--- src/rtl/sequenciador_entrada.sv ---
// sequenciador_entrada: push-button front end and entry-order FSM.
// The buttons are synchronized and edge-detected here. The FSM enforces the
// order operand A, operation, operand B, execute, and it captures the operands
// and the opcode. It issues one-cycle strobes to the clock controller and the
// ULA, then waits in EXEC for ula_pronto or for a timeout.
module sequenciador_entrada #(
   parameter int LARGURA = 8,
   parameter int TIMEOUT = 16
) (
   input  logic               clk_in,
   input  logic               rst,
   input  logic               btn_numero,
   input  logic               btn_operacao,
   input  logic               btn_executar,
   input  logic [LARGURA-1:0] dado_in,
   input  logic [2:0]         op_in,
   input  logic               ula_pronto,
   output logic               entrada_numero,
   output logic               entrada_operacao,
   output logic               executar,
   output logic [LARGURA-1:0] operando_a,
   output logic [LARGURA-1:0] operando_b,
   output logic [2:0]         operacao,
   output logic [2:0]         estado,
   output logic               erro
);

   localparam int CNT_W = $clog2(TIMEOUT);
   localparam logic [CNT_W-1:0] CNT_FIM = CNT_W'(TIMEOUT - 1);

   // Press vector bit positions: [0] numero, [1] operacao, [2] executar.
   localparam logic [2:0] P_NUM = 3'b001;
   localparam logic [2:0] P_OPE = 3'b010;
   localparam logic [2:0] P_EXE = 3'b100;

   typedef enum logic [2:0] {
      ESPERA_A  = 3'd0,
      ESPERA_OP = 3'd1,
      ESPERA_B  = 3'd2,
      PRONTO    = 3'd3,
      EXEC      = 3'd4
   } estado_t;

   logic [2:0]         btn_raw;
   logic [2:0]         sync1_q, sync1_d;
   logic [2:0]         sync2_q, sync2_d;
   logic [2:0]         prev_q, prev_d;
   logic [2:0]         press;

   estado_t            estado_q, estado_d;
   logic [CNT_W-1:0]   cnt_q, cnt_d;
   logic [LARGURA-1:0] op_a_q, op_a_d;
   logic [LARGURA-1:0] op_b_q, op_b_d;
   logic [2:0]         opc_q, opc_d;
   logic               ent_num_q, ent_num_d;
   logic               ent_ope_q, ent_ope_d;
   logic               exe_q, exe_d;
   logic               erro_q, erro_d;

   assign btn_raw = {btn_executar, btn_operacao, btn_numero};
   // A press is a rising edge seen after the two-flop synchronizer.
   assign press   = sync2_q & ~prev_q;

   // Two-stage synchronizer followed by the previous-level register used for edge detection.
   always_comb begin
      sync1_d = btn_raw;
      sync2_d = sync1_q;
      prev_d  = sync2_q;
   end

   // Entry-order FSM: accepts exactly one press per cycle, captures data, and flags errors.
   always_comb begin
      estado_d  = estado_q;
      cnt_d     = cnt_q;
      op_a_d    = op_a_q;
      op_b_d    = op_b_q;
      opc_d     = opc_q;
      ent_num_d = 1'b0;
      ent_ope_d = 1'b0;
      exe_d     = 1'b0;
      erro_d    = erro_q;

      case (estado_q)
         ESPERA_A: begin
            if (press == P_NUM) begin
               op_a_d    = dado_in;
               ent_num_d = 1'b1;
               erro_d    = 1'b0;
               estado_d  = ESPERA_OP;
            end else if (press != 3'b000) begin
               erro_d = 1'b1;
            end
         end
         ESPERA_OP: begin
            if (press == P_OPE) begin
               opc_d     = op_in;
               ent_ope_d = 1'b1;
               erro_d    = 1'b0;
               estado_d  = ESPERA_B;
            end else if (press != 3'b000) begin
               erro_d = 1'b1;
            end
         end
         ESPERA_B: begin
            if (press == P_NUM) begin
               op_b_d    = dado_in;
               ent_num_d = 1'b1;
               erro_d    = 1'b0;
               estado_d  = PRONTO;
            end else if (press == P_OPE) begin
               // The user may still change the operation before giving B.
               opc_d     = op_in;
               ent_ope_d = 1'b1;
               erro_d    = 1'b0;
            end else if (press != 3'b000) begin
               erro_d = 1'b1;
            end
         end
         PRONTO: begin
            if (press == P_NUM) begin
               op_b_d    = dado_in;
               ent_num_d = 1'b1;
               erro_d    = 1'b0;
            end else if (press == P_EXE) begin
               exe_d    = 1'b1;
               erro_d   = 1'b0;
               cnt_d    = '0;
               estado_d = EXEC;
            end else if (press != 3'b000) begin
               erro_d = 1'b1;
            end
         end
         EXEC: begin
            // Presses are ignored here. On the last cycle, ula_pronto takes priority over the timeout.
            if (ula_pronto) begin
               estado_d = ESPERA_A;
            end else if (cnt_q == CNT_FIM) begin
               erro_d   = 1'b1;
               estado_d = ESPERA_A;
            end else begin
               cnt_d = cnt_q + CNT_W'(1);
            end
         end
         default: begin
            estado_d = ESPERA_A;
         end
      endcase
   end

   // State, data and strobe registers. Buttons reset high so that a button held through reset does not count as a press.
   always_ff @(posedge clk_in) begin
      if (rst) begin
         sync1_q   <= 3'b111;
         sync2_q   <= 3'b111;
         prev_q    <= 3'b111;
         estado_q  <= ESPERA_A;
         cnt_q     <= '0;
         op_a_q    <= '0;
         op_b_q    <= '0;
         opc_q     <= '0;
         ent_num_q <= 1'b0;
         ent_ope_q <= 1'b0;
         exe_q     <= 1'b0;
         erro_q    <= 1'b0;
      end else begin
         sync1_q   <= sync1_d;
         sync2_q   <= sync2_d;
         prev_q    <= prev_d;
         estado_q  <= estado_d;
         cnt_q     <= cnt_d;
         op_a_q    <= op_a_d;
         op_b_q    <= op_b_d;
         opc_q     <= opc_d;
         ent_num_q <= ent_num_d;
         ent_ope_q <= ent_ope_d;
         exe_q     <= exe_d;
         erro_q    <= erro_d;
      end
   end

   assign entrada_numero   = ent_num_q;
   assign entrada_operacao = ent_ope_q;
   assign executar         = exe_q;
   assign operando_a       = op_a_q;
   assign operando_b       = op_b_q;
   assign operacao         = opc_q;
   assign estado           = estado_q;
   assign erro             = erro_q;

endmodule

--- config.mk ---
export PLATFORM = sky130hd
export DESIGN_NAME = sequenciador_entrada
export DESIGN_NICKNAME = d
export VERILOG_FILES = /design/src/rtl/sequenciador_entrada.sv
export SDC_FILE = /design/constraint.sdc
export NUM_CORES = 1
export LEC_CHECK = 0
export ABC_CLOCK_PERIOD_IN_PS = 2900
export BUFFER_PORTS_ARGS = -buffer_cell sky130_fd_sc_hd__buf_4
export CAP_MARGIN = 30
export CORE_MARGIN = 4
export CORE_UTILIZATION = 54
export DETAILED_ROUTE_END_ITERATION = 8
export GPL_TIMING_DRIVEN = 0
export PLACE_DENSITY = 0.82
export RECOVER_POWER = 25
export REMOVE_ABC_BUFFERS = 1
export SYNTH_ARGS = -nofsm -noshare
export SYNTH_HDL_FRONTEND = slang
export SYNTH_SLANG_ARGS = --single-unit
export TNS_END_PERCENT = 50
--- constraint.sdc ---
create_clock -name clk_in -period 2.9 [get_ports clk_in]
set_input_delay 0.435 -clock clk_in [delete_from_list [all_inputs] [get_ports clk_in]]
set_output_delay 0.435 -clock clk_in [all_outputs]
set_load 0.03 [all_outputs]
==> metrics.md, run 1 <==
| Metric | Value |
|---|---|
| Comb pwr share | `6.3%` |
| Count of cells resized by post-cts repair | `0` |
| Clk network pwr share | `38.9%` |
| Maximum ir drop on the vdd rail | `0.000758 V` |
| Slowest stage cell on the critical path | `sky130_fd_sc_hd__dfxtp_1` |
| Min-Delay Endpoint | `sync1_q[2]$_SDFF_PP1_` |
| Yosys Warn Count | `0` |
| Worst path bufs/invs | `0` |
| Clock buffer count from CTS | `5` |
| Actual transition at the worst max-transition pin | `1.53 ns` |
| Via-per-instance ratio | `5.51` |
| Count of input and output buffers | `42` |
| Max_slew headroom | `-1.74%` |
| Total area of sequential cells | `781 um2` |
| Total Neg Setup Slack | `0 ns` |
| Clock latency on the worst-skew pair | `0.34 ns` |
| Die boundary height | `61.5 um` |
| Deepest level of the CTS H-tree | `2` |
| Global route total overflow | `0` |
| Num Clock Sinks | `39` |
| Filler cell count in the final layout | `228` |
| Power density relative to cell area | `525 nW/um2` |
| Unique masters post-synth | `31` |
| Final worst-path setup slack | `0.959 ns` |
| R2R setup slack | `0.96 ns` |
| Post-route core utilization | `69.9%` |
| Reg-to-reg critical path endpoint | `operando_b[5]$_SDFFE_PP0P_` |
| Pins Over Slew Limit | `40` |
| Post-Synthesis Cell Area | `1540 um2` |
| Pin count of the biggest net entering global routing | `40` |
| Category of the most critical setup path | `flop to flop` |
| Share of the synthesized area in the top cell type | `50.6%` |
| Area contributors post-synth | `sky130_fd_sc_hd__dfxtp_1 51%, sky130_fd_sc_hd__mux2i_1 10%, sky130_fd_sc_hd__nor2_1 5.6%` |
| Top-level I/O count | `43` |
| Total global-route track usage | `17.5%` |
| Top cell type by total area after synthesis | `sky130_fd_sc_hd__dfxtp_1` |
| Worst min-delay path category | `input pin to flop` |
| Worst-case reg-to-reg path depth | `4` |
| Smallest hold slack | `0.274 ns` |
| Total setup violations reported at the end of the flow | `0` |
| Synthesized flop and latch total | `39` |
| Sequential fraction of the synthesis area | `50.6%` |
| Residual antenna-violating net count after detailed routing | `0` |
| Critical Path End Type | `flop` |
| Post-synthesis area per instance | `9.70 um2` |
| Largest fanout on the critical path | `12` |
| Via count of the first global-routing pass | `1183` |
| Hold path cells | `2` |
| Post-CTS setup-driven buffer insertion count | `0` |
| Power Internal | `782 uW` |
| Multi-input logic area | `717 um2` |
| Post-Route Skew | `0.0106 ns` |
| Violation count after the first detailed-route iteration | `52` |
| Share of final-layout standard cells stronger than drive strength 1 | `26.5%` |
| First drt pass iteration count | `4` |
| Die Area | `3780 um2` |
| Worst stage delay on the critical path | `0.62 ns` |
| Worst R2R Start | `estado[1]$_SDFFE_PP0P_` |
| Number of cells produced by synthesis | `159` |
| Core outline area | `2730 um2` |
| Crit-path cells | `nand2b_1 > nor4_4 > mux2i_1 > nor2_1` |
| Number of hold-repair buffers added at the cts stage | `0` |
| Crit path launch type | `flop` |
| Crit-path leading delay family | `simple AND/OR/NAND/NOR gates` |
| Worst Hold Launch | `btn_executar` |
| Number of buffers between clock root and the deepest sink | `2` |
| Pre-CTS setup slack | `0.974 ns` |
| Worst endpoint required time | `3.08 ns` |
| Wire length reported by the detailed router | `3090 um` |
| Relative contribution of sequential cells to total power | `54.8%` |
| First-pass GRT wire length | `4950 um` |
| CTS tree | `done` |
| Worst setup path start | `estado[1]$_SDFFE_PP0P_` |
| Standby leakage power | `0.000785 uW` |
| Critical path arrival | `2.13 ns` |
| Vias post-DR | `1273` |
| Crit share post-route | `66.9%` |
| Growth of design area from synthesis to finish | `23.9%` |
| Half-perimeter wire length of the detailed placement result | `2200 um` |
| Number of design rule violations left after detail routing | `0` |
| Root Buffer | `sky130_fd_sc_hd__clkbuf_4` |
| Die span in x | `61.5 um` |
| Failing checks | `capacitance limit, slew limit` |
| Antenna cell count | `0` |
| Number of maximum-capacitance violations | `1` |
| Initial standard-cell utilization of the core | `56.4%` |
| Wire length per cell | `13.4 um` |
| Net switching component of the power | `222 uW` |
| Antenna violations before repair | `0` |
| Post-layout minimum cycle time | `1.94 ns` |
| Final Hold Fails | `0` |
| Fmax achieved | `0.515 GHz` |
| RSZ-0062 raised after global routing | `false` |
| Switch share | `22.1%` |
| Routability Congestion | `0.747` |
| Result of the run | `complete, but fails checks` |
| Number of nets at the end of the flow | `217` |
| Cell row count | `19` |
| Reg clk slew, reported paths | `0.13 ns` |
## synthesized netlist by cell type
master                      number
sky130_fd_sc_hd__nand2_1         3
sky130_fd_sc_hd__nand4_1         4
sky130_fd_sc_hd__nor2_1         23
sky130_fd_sc_hd__buf_6           1
sky130_fd_sc_hd__xnor2_1         1
sky130_fd_sc_hd__o211ai_1        3
sky130_fd_sc_hd__or2_1           3
sky130_fd_sc_hd__nor4_4          1
sky130_fd_sc_hd__a22oi_1         1
sky130_fd_sc_hd__a21oi_1         8
sky130_fd_sc_hd__nor3_1          5
sky130_fd_sc_hd__and3_1          1
sky130_fd_sc_hd__nor4b_4         1
sky130_fd_sc_hd__a31oi_1         3
sky130_fd_sc_hd__nand3_1         8
sky130_fd_sc_hd__a2111oi_0       1
sky130_fd_sc_hd__o21ai_0         4
sky130_fd_sc_hd__nand2b_1        4
sky130_fd_sc_hd__a211oi_1        1
sky130_fd_sc_hd__xor2_1          1
sky130_fd_sc_hd__dfxtp_1        39
sky130_fd_sc_hd__ha_1            1
sky130_fd_sc_hd__or2_2           9
sky130_fd_sc_hd__a221oi_1        2
sky130_fd_sc_hd__mux2i_1        16
sky130_fd_sc_hd__or2_0           2
sky130_fd_sc_hd__nor4_1          1
sky130_fd_sc_hd__buf_2           3
sky130_fd_sc_hd__nor2b_1         3
sky130_fd_sc_hd__clkbuf_1        5
sky130_fd_sc_hd__and2b_1         1
## registers in the layout, indices dropped and copies added (netlist names), 3 cells and up
| register | flops |
|---|---|
| operando_a | 8 |
| operando_b | 8 |
| cnt_q | 4 |
| estado | 3 |
| operacao | 3 |
| prev_d | 3 |
| prev_q | 3 |
| sync1_q | 3 |
## logic make-up (layout without fill, tap and decap cells)
group                      Yosys count  count (layout)  synth area share [%]
buffers and inverters                9              50                  2.92
adders and majority gates            1               1                 0.811
AOI/OAI and AO/OA                   23              23                  9.25
and+or+nand+nor                     69              69                  24.9
muxes                               16              16                  10.4
xor gates and xnor gates             2               2                  1.14
DFF                                 39              39                  50.6
## layout make-up
class / instances / area share [%]
Sequential cell: 39 / 40.8
Multi-Input combinational cell: 111 / 37.5
Timing Repair Buffer: 42 / 14.9
Clock buffer: 6 / 2.68
Clock inverter: 2 / 2.03
Tap cell: 31 / 2.03
## layer usage
layer,share of wire [%],routed length (um),global-route usage [%],vias to the layer above
met1,42,1290,20.7,596
met5,0,0,0,-
met4,0.13,4,3.64,0
met2,52,1600,30.1,40
met3,6.4,196,7.13,2
li1,-,-,-,635
## layout by cell type, fill, tap and decap left out, types with 4 or more instances in the layout
master | synthesis | final
sky130_fd_sc_hd__nand4_1 | 4 | 4
sky130_fd_sc_hd__nor2_1 | 23 | 23
sky130_fd_sc_hd__clkbuf_1 | 5 | 8
sky130_fd_sc_hd__nor3_1 | 5 | 5
sky130_fd_sc_hd__a21oi_1 | 8 | 8
sky130_fd_sc_hd__o21ai_0 | 4 | 4
sky130_fd_sc_hd__nand2b_1 | 4 | 4
sky130_fd_sc_hd__dfxtp_1 | 39 | 39
sky130_fd_sc_hd__clkbuf_4 | 0 | 5
sky130_fd_sc_hd__nand3_1 | 8 | 8
sky130_fd_sc_hd__or2_2 | 9 | 9
sky130_fd_sc_hd__buf_4 | 0 | 34
sky130_fd_sc_hd__mux2i_1 | 16 | 16
## worst reg2reg max path: stages, from the launching register on
cell	delay, ns
sky130_fd_sc_hd__dfxtp_1	0.62
sky130_fd_sc_hd__nand2b_1	0.26
sky130_fd_sc_hd__nor4_4	0.57
sky130_fd_sc_hd__mux2i_1	0.28
sky130_fd_sc_hd__nor2_1	0.06
## power by group through the flow
| stage | Combinational, uW | Sequential (uW) | Clock (uW) |
|---|---|---|---|
| after global placement | 62.9 | 562 | 0 |
| after global routing | 69.0 | 551 | 417 |
| after floorplan | 21.5 | 569 | 0 |
| final | 63.1 | 550 | 391 |
| after detailed placement | 64.6 | 562 | 0 |
| after CTS | 64.7 | 550 | 400 |
## how the worst max path moves through the flow
| stage | to | slack [ns] | depth (start not counted) |
|---|---|---|---|
| global placement | operando_b[2]$_SDFFE_PP0P_ | 1.05 | 4 |
| CTS | operando_b[5]$_SDFFE_PP0P_ | 0.96 | 4 |
| floorplan | operando_b[0]$_SDFFE_PP0P_ | 1.08 | 4 |
| detailed placement | operando_b[5]$_SDFFE_PP0P_ | 0.97 | 4 |
| global route | operando_b[1]$_SDFFE_PP0P_ | 0.79 | 4 |
| finish | operando_b[5]$_SDFFE_PP0P_ | 0.96 | 4 |
## per-stage QoR
step | cell area, um2 | power, uW | cells
detailed placement | 1850 | 627 | 223
global placement | 1850 | 625 | 223
global route | 1910 | 1040 | 231
CTS | 1940 | 1020 | 231
finish | 1910 | 1000 | 231
floorplan | 1500 | 591 | 150
(Power assumes the default switching activity.)
==> run 2: changes to the inputs <==
--- a/config.mk
+++ b/config.mk
@@ -5,14 +5,14 @@
 export SDC_FILE = /design/constraint.sdc
 export NUM_CORES = 1
 export LEC_CHECK = 0
-export ABC_CLOCK_PERIOD_IN_PS = 2900
+export ABC_CLOCK_PERIOD_IN_PS = 2000
 export BUFFER_PORTS_ARGS = -buffer_cell sky130_fd_sc_hd__buf_4
 export CAP_MARGIN = 30
 export CORE_MARGIN = 4
-export CORE_UTILIZATION = 54
+export CORE_UTILIZATION = 50
 export DETAILED_ROUTE_END_ITERATION = 8
 export GPL_TIMING_DRIVEN = 0
-export PLACE_DENSITY = 0.82
+export PLACE_DENSITY = 0.77
 export RECOVER_POWER = 25
 export REMOVE_ABC_BUFFERS = 1
 export SYNTH_ARGS = -nofsm -noshare
==> constraint.sdc (replaced) <==
create_clock -name clk_in -period 2 [get_ports clk_in]
set_input_delay 0.3 -clock clk_in [delete_from_list [all_inputs] [get_ports clk_in]]
set_output_delay 0.3 -clock clk_in [all_outputs]
set_load 0.03 [all_outputs]
==> metrics.md, run 2 (synthesis results as in run 1) <==
| Metric | Value |
|---|---|
| Worst min-delay path category | `input pin to flop` |
| Growth of design area from synthesis to finish | `25.9%` |
| Antenna violations before repair | `0 (unchanged)` |
| Num Clock Sinks | `39 (unchanged)` |
| Total setup violations reported at the end of the flow | `0 (unchanged)` |
| Cell row count | `19 (unchanged)` |
| M2 GR Usage | `27.4% (-2.7 points)` |
| Via count of the first global-routing pass | `1196 (+1.1%)` |
| Total area of sequential cells | `781 um2 (unchanged)` |
| Maximum ir drop on the vdd rail | `0.000601 V (-21%)` |
| Met3 layer usage reported by global route | `6.93% (-0.20 points)` |
| Number of design rule violations left after detail routing | `0 (unchanged)` |
| Count of input and output buffers | `42 (unchanged)` |
| Root Buffer | `sky130_fd_sc_hd__clkbuf_4` |
| Category of the most critical setup path | `flop to flop` |
| Power density relative to cell area | `786 nW/um2 (+50%)` |
| Post-route core utilization | `68.1% (-1.9 points)` |
| Most common library cell in the layout ignoring fill and taps | `sky130_fd_sc_hd__dfxtp_1` |
| Routability Congestion | `0.740 (-0.95%)` |
| Number of buffers between clock root and the deepest sink | `2 (unchanged)` |
| Crit share post-route | `90.5% (+24 points)` |
| Post-Route Skew | `0.0106 ns (+0.0000290 ns)` |
| Antenna cell count | `0 (unchanged)` |
| RSZ-0062 raised after global routing | `false` |
| Total global-route track usage | `16.5% (-1.1 points)` |
| Number of hold-repair buffers added at the cts stage | `0 (unchanged)` |
| Wire length per cell | `13.5 um (+0.88%)` |
| Pins Over Slew Limit | `0 (-100%)` |
| Number of maximum-capacitance violations | `0 (-1)` |
| Max_slew headroom | `58.7% (+60 points)` |
| Global Route met1 Usage | `18.5% (-2.1 points)` |
| Most used cells in the layout excluding fill and tap cells | `39 x sky130_fd_sc_hd__dfxtp_1, 37 x sky130_fd_sc_hd__buf_4, 23 x sky130_fd_sc_hd__nor2_1` |
| Wire length reported by the detailed router | `3140 um (+1.8%)` |
| Die boundary height | `63.5 um (+3.4%)` |
| Result of the run | `finished clean` |
| Global route total overflow | `0 (unchanged)` |
| Half-perimeter wire length of the detailed placement result | `2280 um (+3.5%)` |
| Initial standard-cell utilization of the core | `54.1% (-2.4 points)` |
| CTS tree | `done` |
| First drt pass iteration count | `4 (unchanged)` |
| Filler cell count in the final layout | `234 (+2.6%)` |
| Number of nets at the end of the flow | `219 (+0.92%)` |
| Largest fanout on the critical path | `12 (unchanged)` |
| Standby leakage power | `0.000802 uW (+2.3%)` |
| First-pass GRT wire length | `5260 um (+6.3%)` |
| GRT Max-Usage Layer | `met2` |
| Reg clk slew, reported paths | `0.11 ns (-0.02 ns)` |
| Vias post-DR | `1262 (-0.86%)` |
| Clock latency on the worst-skew pair | `0.34 ns (about the same)` |
| Actual transition at the worst max-transition pin | `0.617 ns (-0.909 ns)` |
| Worst endpoint required time | `2.22 ns (-0.86 ns)` |
| Fmax achieved | `0.552 GHz (+7.2%)` |
| Deepest level of the CTS H-tree | `2 (unchanged)` |
| Total Neg Setup Slack | `0 ns (unchanged)` |
| Top-level I/O count | `43 (unchanged)` |
| Critical path arrival | `2.03 ns (-0.10 ns)` |
| Die span in x | `63.5 um (+3.4%)` |
| Residual antenna-violating net count after detailed routing | `0 (unchanged)` |
| Clock buffer count from CTS | `5 (unchanged)` |
| Multi-input logic area | `717 um2 (unchanged)` |
| Via-per-instance ratio | `5.42 (-1.7%)` |
| Core outline area | `2850 um2 (+4.3%)` |
| Final Hold Fails | `0 (unchanged)` |
| Critical Path End Type | `flop` |
| Pin count of the biggest net entering global routing | `40 (unchanged)` |
| Post-layout minimum cycle time | `1.81 ns (-0.130 ns)` |
| Share of final-layout standard cells stronger than drive strength 1 | `27.2% (+0.73 points)` |
| Crit path launch type | `flop` |
| Violation count after the first detailed-route iteration | `63 (+21%)` |
| Die Area | `4040 um2 (+6.9%)` |
==> run 2: cell types whose count changed in the layout (fill, tap and decap cells not counted) <==
cell                        delta
sky130_fd_sc_hd__inv_6         -1
sky130_fd_sc_hd__clkbuf_8      -1
sky130_fd_sc_hd__bufinv_16     +1
sky130_fd_sc_hd__buf_4         +3
==> run 2: cell type report <==
class | instances | area share [%]
sequential | 39 | 40.2
timing repair buffer | 44 | 15.7
tap | 31 | 2.00
clock buffer | 6 | 2.13
multi-input combinational | 111 | 36.9
clock inverter | 2 | 3.09
==> run 2: per-stage QoR <==
step	cell area, um2	total power (uW)	instances	hold WS (ns)	setup slack (ns)
after floorplan	1500	857	150	0.369	0.183
after detailed placement	1850	909	223	0.394	0.0817
after global placement	1850	906	223	0.393	0.121
after CTS	1950	1540	231	0.127	0.0615
after global routing	1940	1590	233	0.118	0.0579
final	1940	1530	233	0.140	0.189
==> run 2: critical path: stages, from the launching register on <==
cell,delay [ns]
sky130_fd_sc_hd__dfxtp_1,0.63
sky130_fd_sc_hd__nand2b_1,0.27
sky130_fd_sc_hd__nor4_4,0.34
sky130_fd_sc_hd__buf_4,0.21
sky130_fd_sc_hd__mux2i_1,0.19
sky130_fd_sc_hd__nor2_1,0.05
==> run 2: power breakdown <==
part / internal (uW) / switching, uW
combinational: 44.4 / 48.9
clock: 390 / 245
sequential: 790 / 7.95
==> run 2: worst paths after layout <==
check	from	to	slack, ns	cells past startpoint
worst max register to register	estado[1]$_SDFFE_PP0P_	operando_b[1]$_SDFFE_PP0P_	0.19	5
worst min-delay path	btn_executar	sync1_q[2]$_SDFF_PP1_	0.14	2
worst min register to register	sync1_q[2]$_SDFF_PP1_	prev_d[2]$_SDFF_PP1_	0.42	1
worst max-delay path	estado[1]$_SDFFE_PP0P_	operando_b[1]$_SDFFE_PP0P_	0.19	5
==> run 2: timing repair <==
action | in CTS | in global routing
setup buffers | 0 | 2
endpoints found under the setup margin | 0 | 8
gates resized for setup | 0 | 0
hold endpoints to repair | 0 | 0
==> run 2: metal layers <==
| metal | vias to the layer above | part of all wire, % |
|---|---|---|
| met1 | 574 | 41 |
| met2 | 39 | 50 |
| met5 | - | 0 |
| met4 | 0 | 1.5 |
| li1 | 643 | - |
| met3 | 6 | 7.2 |
==> run 3: changes to the inputs <==
--- a/config.mk
+++ b/config.mk
@@ -8,11 +8,13 @@
 export ABC_CLOCK_PERIOD_IN_PS = 2000
 export BUFFER_PORTS_ARGS = -buffer_cell sky130_fd_sc_hd__buf_4
 export CAP_MARGIN = 30
+export CELL_PAD_IN_SITES_DETAIL_PLACEMENT = 0
+export CELL_PAD_IN_SITES_GLOBAL_PLACEMENT = 1
 export CORE_MARGIN = 4
-export CORE_UTILIZATION = 50
+export CORE_UTILIZATION = 38
 export DETAILED_ROUTE_END_ITERATION = 8
 export GPL_TIMING_DRIVEN = 0
-export PLACE_DENSITY = 0.77
+export PLACE_DENSITY_LB_ADDON = 0.1
 export RECOVER_POWER = 25
 export REMOVE_ABC_BUFFERS = 1
 export SYNTH_ARGS = -nofsm -noshare
==> metrics.md, run 3 (synthesis results as in run 1) <==
| Metric | Value |
|---|---|
| Antenna violations before repair | `0 (unchanged)` |
| Final Hold Fails | `0 (unchanged)` |
| Worst setup path start | `estado[1]$_SDFFE_PP0P_` |
| Worst R2R Start | `estado[1]$_SDFFE_PP0P_` |
| Num Clock Sinks | `39 (unchanged)` |
| Clock latency on the worst-skew pair | `0.28 ns (-0.06 ns)` |
| Category of the most critical setup path | `flop to flop` |
| Die boundary height | `71.7 um (+13%)` |
| CTS tree | `done` |
| Half-perimeter wire length of the detailed placement result | `2290 um (+0.54%)` |
| Most used cells in the layout excluding fill and tap cells | `39 x sky130_fd_sc_hd__dfxtp_1, 36 x sky130_fd_sc_hd__buf_4, 23 x sky130_fd_sc_hd__nor2_1` |
| Growth of design area from synthesis to finish | `26.0%` |
| RSZ-0062 raised after global routing | `false` |
| Comb pwr share | `6.7% (+0.6 points)` |
| Cell row count | `22 (+3)` |
| Result of the run | `finished clean` |
| Power density relative to cell area | `715 nW/um2 (-9.0%)` |
| Largest fanout on the critical path | `12 (unchanged)` |
| Wire length per cell | `13.2 um (-2.2%)` |
| Deepest level of the CTS H-tree | `2 (unchanged)` |
| Actual transition at the worst max-transition pin | `0.700 ns (+0.0834 ns)` |
| Routability Congestion | `0.812 (+9.7%)` |
| Global route total overflow | `0 (unchanged)` |
| Number of maximum-capacitance violations | `0 (unchanged)` |
| Clk network pwr share | `36.0% (-5.6 points)` |
| Worst endpoint required time | `2.15 ns (-0.07 ns)` |
| Initial standard-cell utilization of the core | `40.6% (-13 points)` |
| Standby leakage power | `0.000791 uW (-1.5%)` |
| Total global-route track usage | `13.1% (-3.3 points)` |
| Most common library cell in the layout ignoring fill and taps | `sky130_fd_sc_hd__dfxtp_1` |
| Worst-case reg-to-reg path depth | `5 (unchanged)` |
| Antenna cell count | `0 (unchanged)` |
| Reg clk slew, reported paths | `0.07 ns (-0.04 ns)` |
| Total setup violations reported at the end of the flow | `0 (unchanged)` |
| Crit path launch type | `flop` |
| Power Internal | `1080 uW (-12%)` |
| Residual antenna-violating net count after detailed routing | `0 (unchanged)` |
| Fmax achieved | `0.556 GHz (+0.72%)` |
| Critical path arrival | `1.95 ns (-0.08 ns)` |
| Number of nets at the end of the flow | `219 (unchanged)` |
| Number of design rule violations left after detail routing | `0 (unchanged)` |
| Clock buffer count from CTS | `5 (unchanged)` |
| Switch share | `22.6% (+2.9 points)` |
| Slowest stage cell on the critical path | `sky130_fd_sc_hd__dfxtp_1` |
| Number of buffers between clock root and the deepest sink | `2 (unchanged)` |
| Die span in x | `71.7 um (+13%)` |
| Reg-to-reg critical path endpoint | `operando_b[0]$_SDFFE_PP0P_` |
| Pins Over Slew Limit | `0 (unchanged)` |
| Critical path capture point | `operando_b[0]$_SDFFE_PP0P_` |
| Core outline area | `3800 um2 (+33%)` |
| Root Buffer | `sky130_fd_sc_hd__clkbuf_8` |
| Via count of the first global-routing pass | `1164 (-2.7%)` |
| Via-per-instance ratio | `5.03 (-7.1%)` |
| Crit-path cells | `nand2b_1 > nor4_4 > buf_4 > mux2i_1 > nor2_1` |
| Wire length reported by the detailed router | `3290 um (+4.9%)` |
| Post-layout minimum cycle time | `1.80 ns (-0.0130 ns)` |
| Pin count of the biggest net entering global routing | `40 (unchanged)` |
| First-pass GRT wire length | `5350 um (+1.7%)` |
| Post-Route Skew | `0.00428 ns (-0.00631 ns)` |
| Crit share post-route | `89.9% (-0.65 points)` |
| Share of final-layout standard cells stronger than drive strength 1 | `27.2% (unchanged)` |
| Top-level I/O count | `43 (unchanged)` |
| Relative contribution of sequential cells to total power | `57.3% (+5.0 points)` |
| Vias post-DR | `1258 (-0.32%)` |
| Worst stage delay on the critical path | `0.62 ns (about the same)` |
| Violation count after the first detailed-route iteration | `46 (-27%)` |
| Max_slew headroom | `53.3% (-5.4 points)` |
| Die Area | `5140 um2 (+27%)` |
| Worst min-delay path category | `input pin to flop` |
| Net switching component of the power | `315 uW (+4.3%)` |
| First drt pass iteration count | `4 (unchanged)` |
| Total Neg Setup Slack | `0 ns (unchanged)` |
| Count of input and output buffers | `42 (unchanged)` |
| Maximum ir drop on the vdd rail | `0.000489 V (-19%)` |
| Worst Hold Launch | `btn_operacao` |
| Number of hold-repair buffers added at the cts stage | `0 (unchanged)` |
| Critical Path End Type | `flop` |
| R2R setup slack | `0.20 ns (about the same)` |
| Smallest hold slack | `0.196 ns (+0.0562 ns)` |
run 3: cell types whose count changed in the layout (fill, tap and decap cells not counted), sizes merged:
cell	previous run	this run
buf	37	36
clkbuf	13	14
clkinvlp	0	1
bufinv	2	0
clkinv	0	1
run 3: power by group through the flow:
stage / sequential (uW) / combinational, uW / clock (uW)
finish: 797 / 92.7 / 501
global placement: 815 / 92.2 / 0
CTS: 797 / 95.2 / 531
floorplan: 826 / 31.1 / 0
global route: 799 / 102 / 561
detailed placement: 815 / 95.0 / 0
run 3: worst min path at each step:
stage	endpoint	slack (ns)	cells after the start
floorplan	cnt_q[0]$_SDFFE_PP0P_	0.37	1
global placement	prev_d[2]$_SDFF_PP1_	0.39	1
detailed placement	prev_d[2]$_SDFF_PP1_	0.40	1
CTS	sync1_q[1]$_SDFF_PP1_	0.18	2
global route	sync1_q[1]$_SDFF_PP1_	0.18	2
finish	sync1_q[1]$_SDFF_PP1_	0.20	2
run 3: critical path, delay by kind of cell, from the launching register on:
kind	cells	cell delay, ns
flip-flops	1	0.62
AND/OR/NAND/NOR	3	0.62
multiplexers	1	0.20
buffers and inverters	1	0.22
run 3: area by class of cell:
type	count	area, um2
Clock inverter	2	12.5
Sequential cell	39	781
Clock buffer	6	72.6
Tap cell	48	60.1
Multi-Input combinational cell	111	717
Fill cell	402	1850
Timing Repair Buffer	44	302
run 3: metrics by stage:
step | util, % | std cells | setup WS (ns) | power [uW] | area (um2)
after global placement | 49.3 | 240 | 0.0963 | 907 | 1870
after detailed placement | 49.3 | 240 | 0.0270 | 910 | 1870
final | 51.2 | 250 | 0.202 | 1390 | 1940
after global routing | 51.2 | 250 | 0.0869 | 1460 | 1940
after CTS | 51.5 | 248 | 0.0139 | 1420 | 1960
after floorplan | - | 150 | 0.183 | 857 | 1500
run 3: timing repair:
item / 4_1_cts / 5_1_grt
endpoints found under the setup margin: 0 / 8
setup buffers: 0 / 2
gates resized for setup: 0 / 0
run 3: metal layers:
metal	GRT usage (%)	share of wire (%)
met3	5.61	8.0
met1	15.1	43
met4	5.01	0.82
met5	0	0
met2	21.5	48
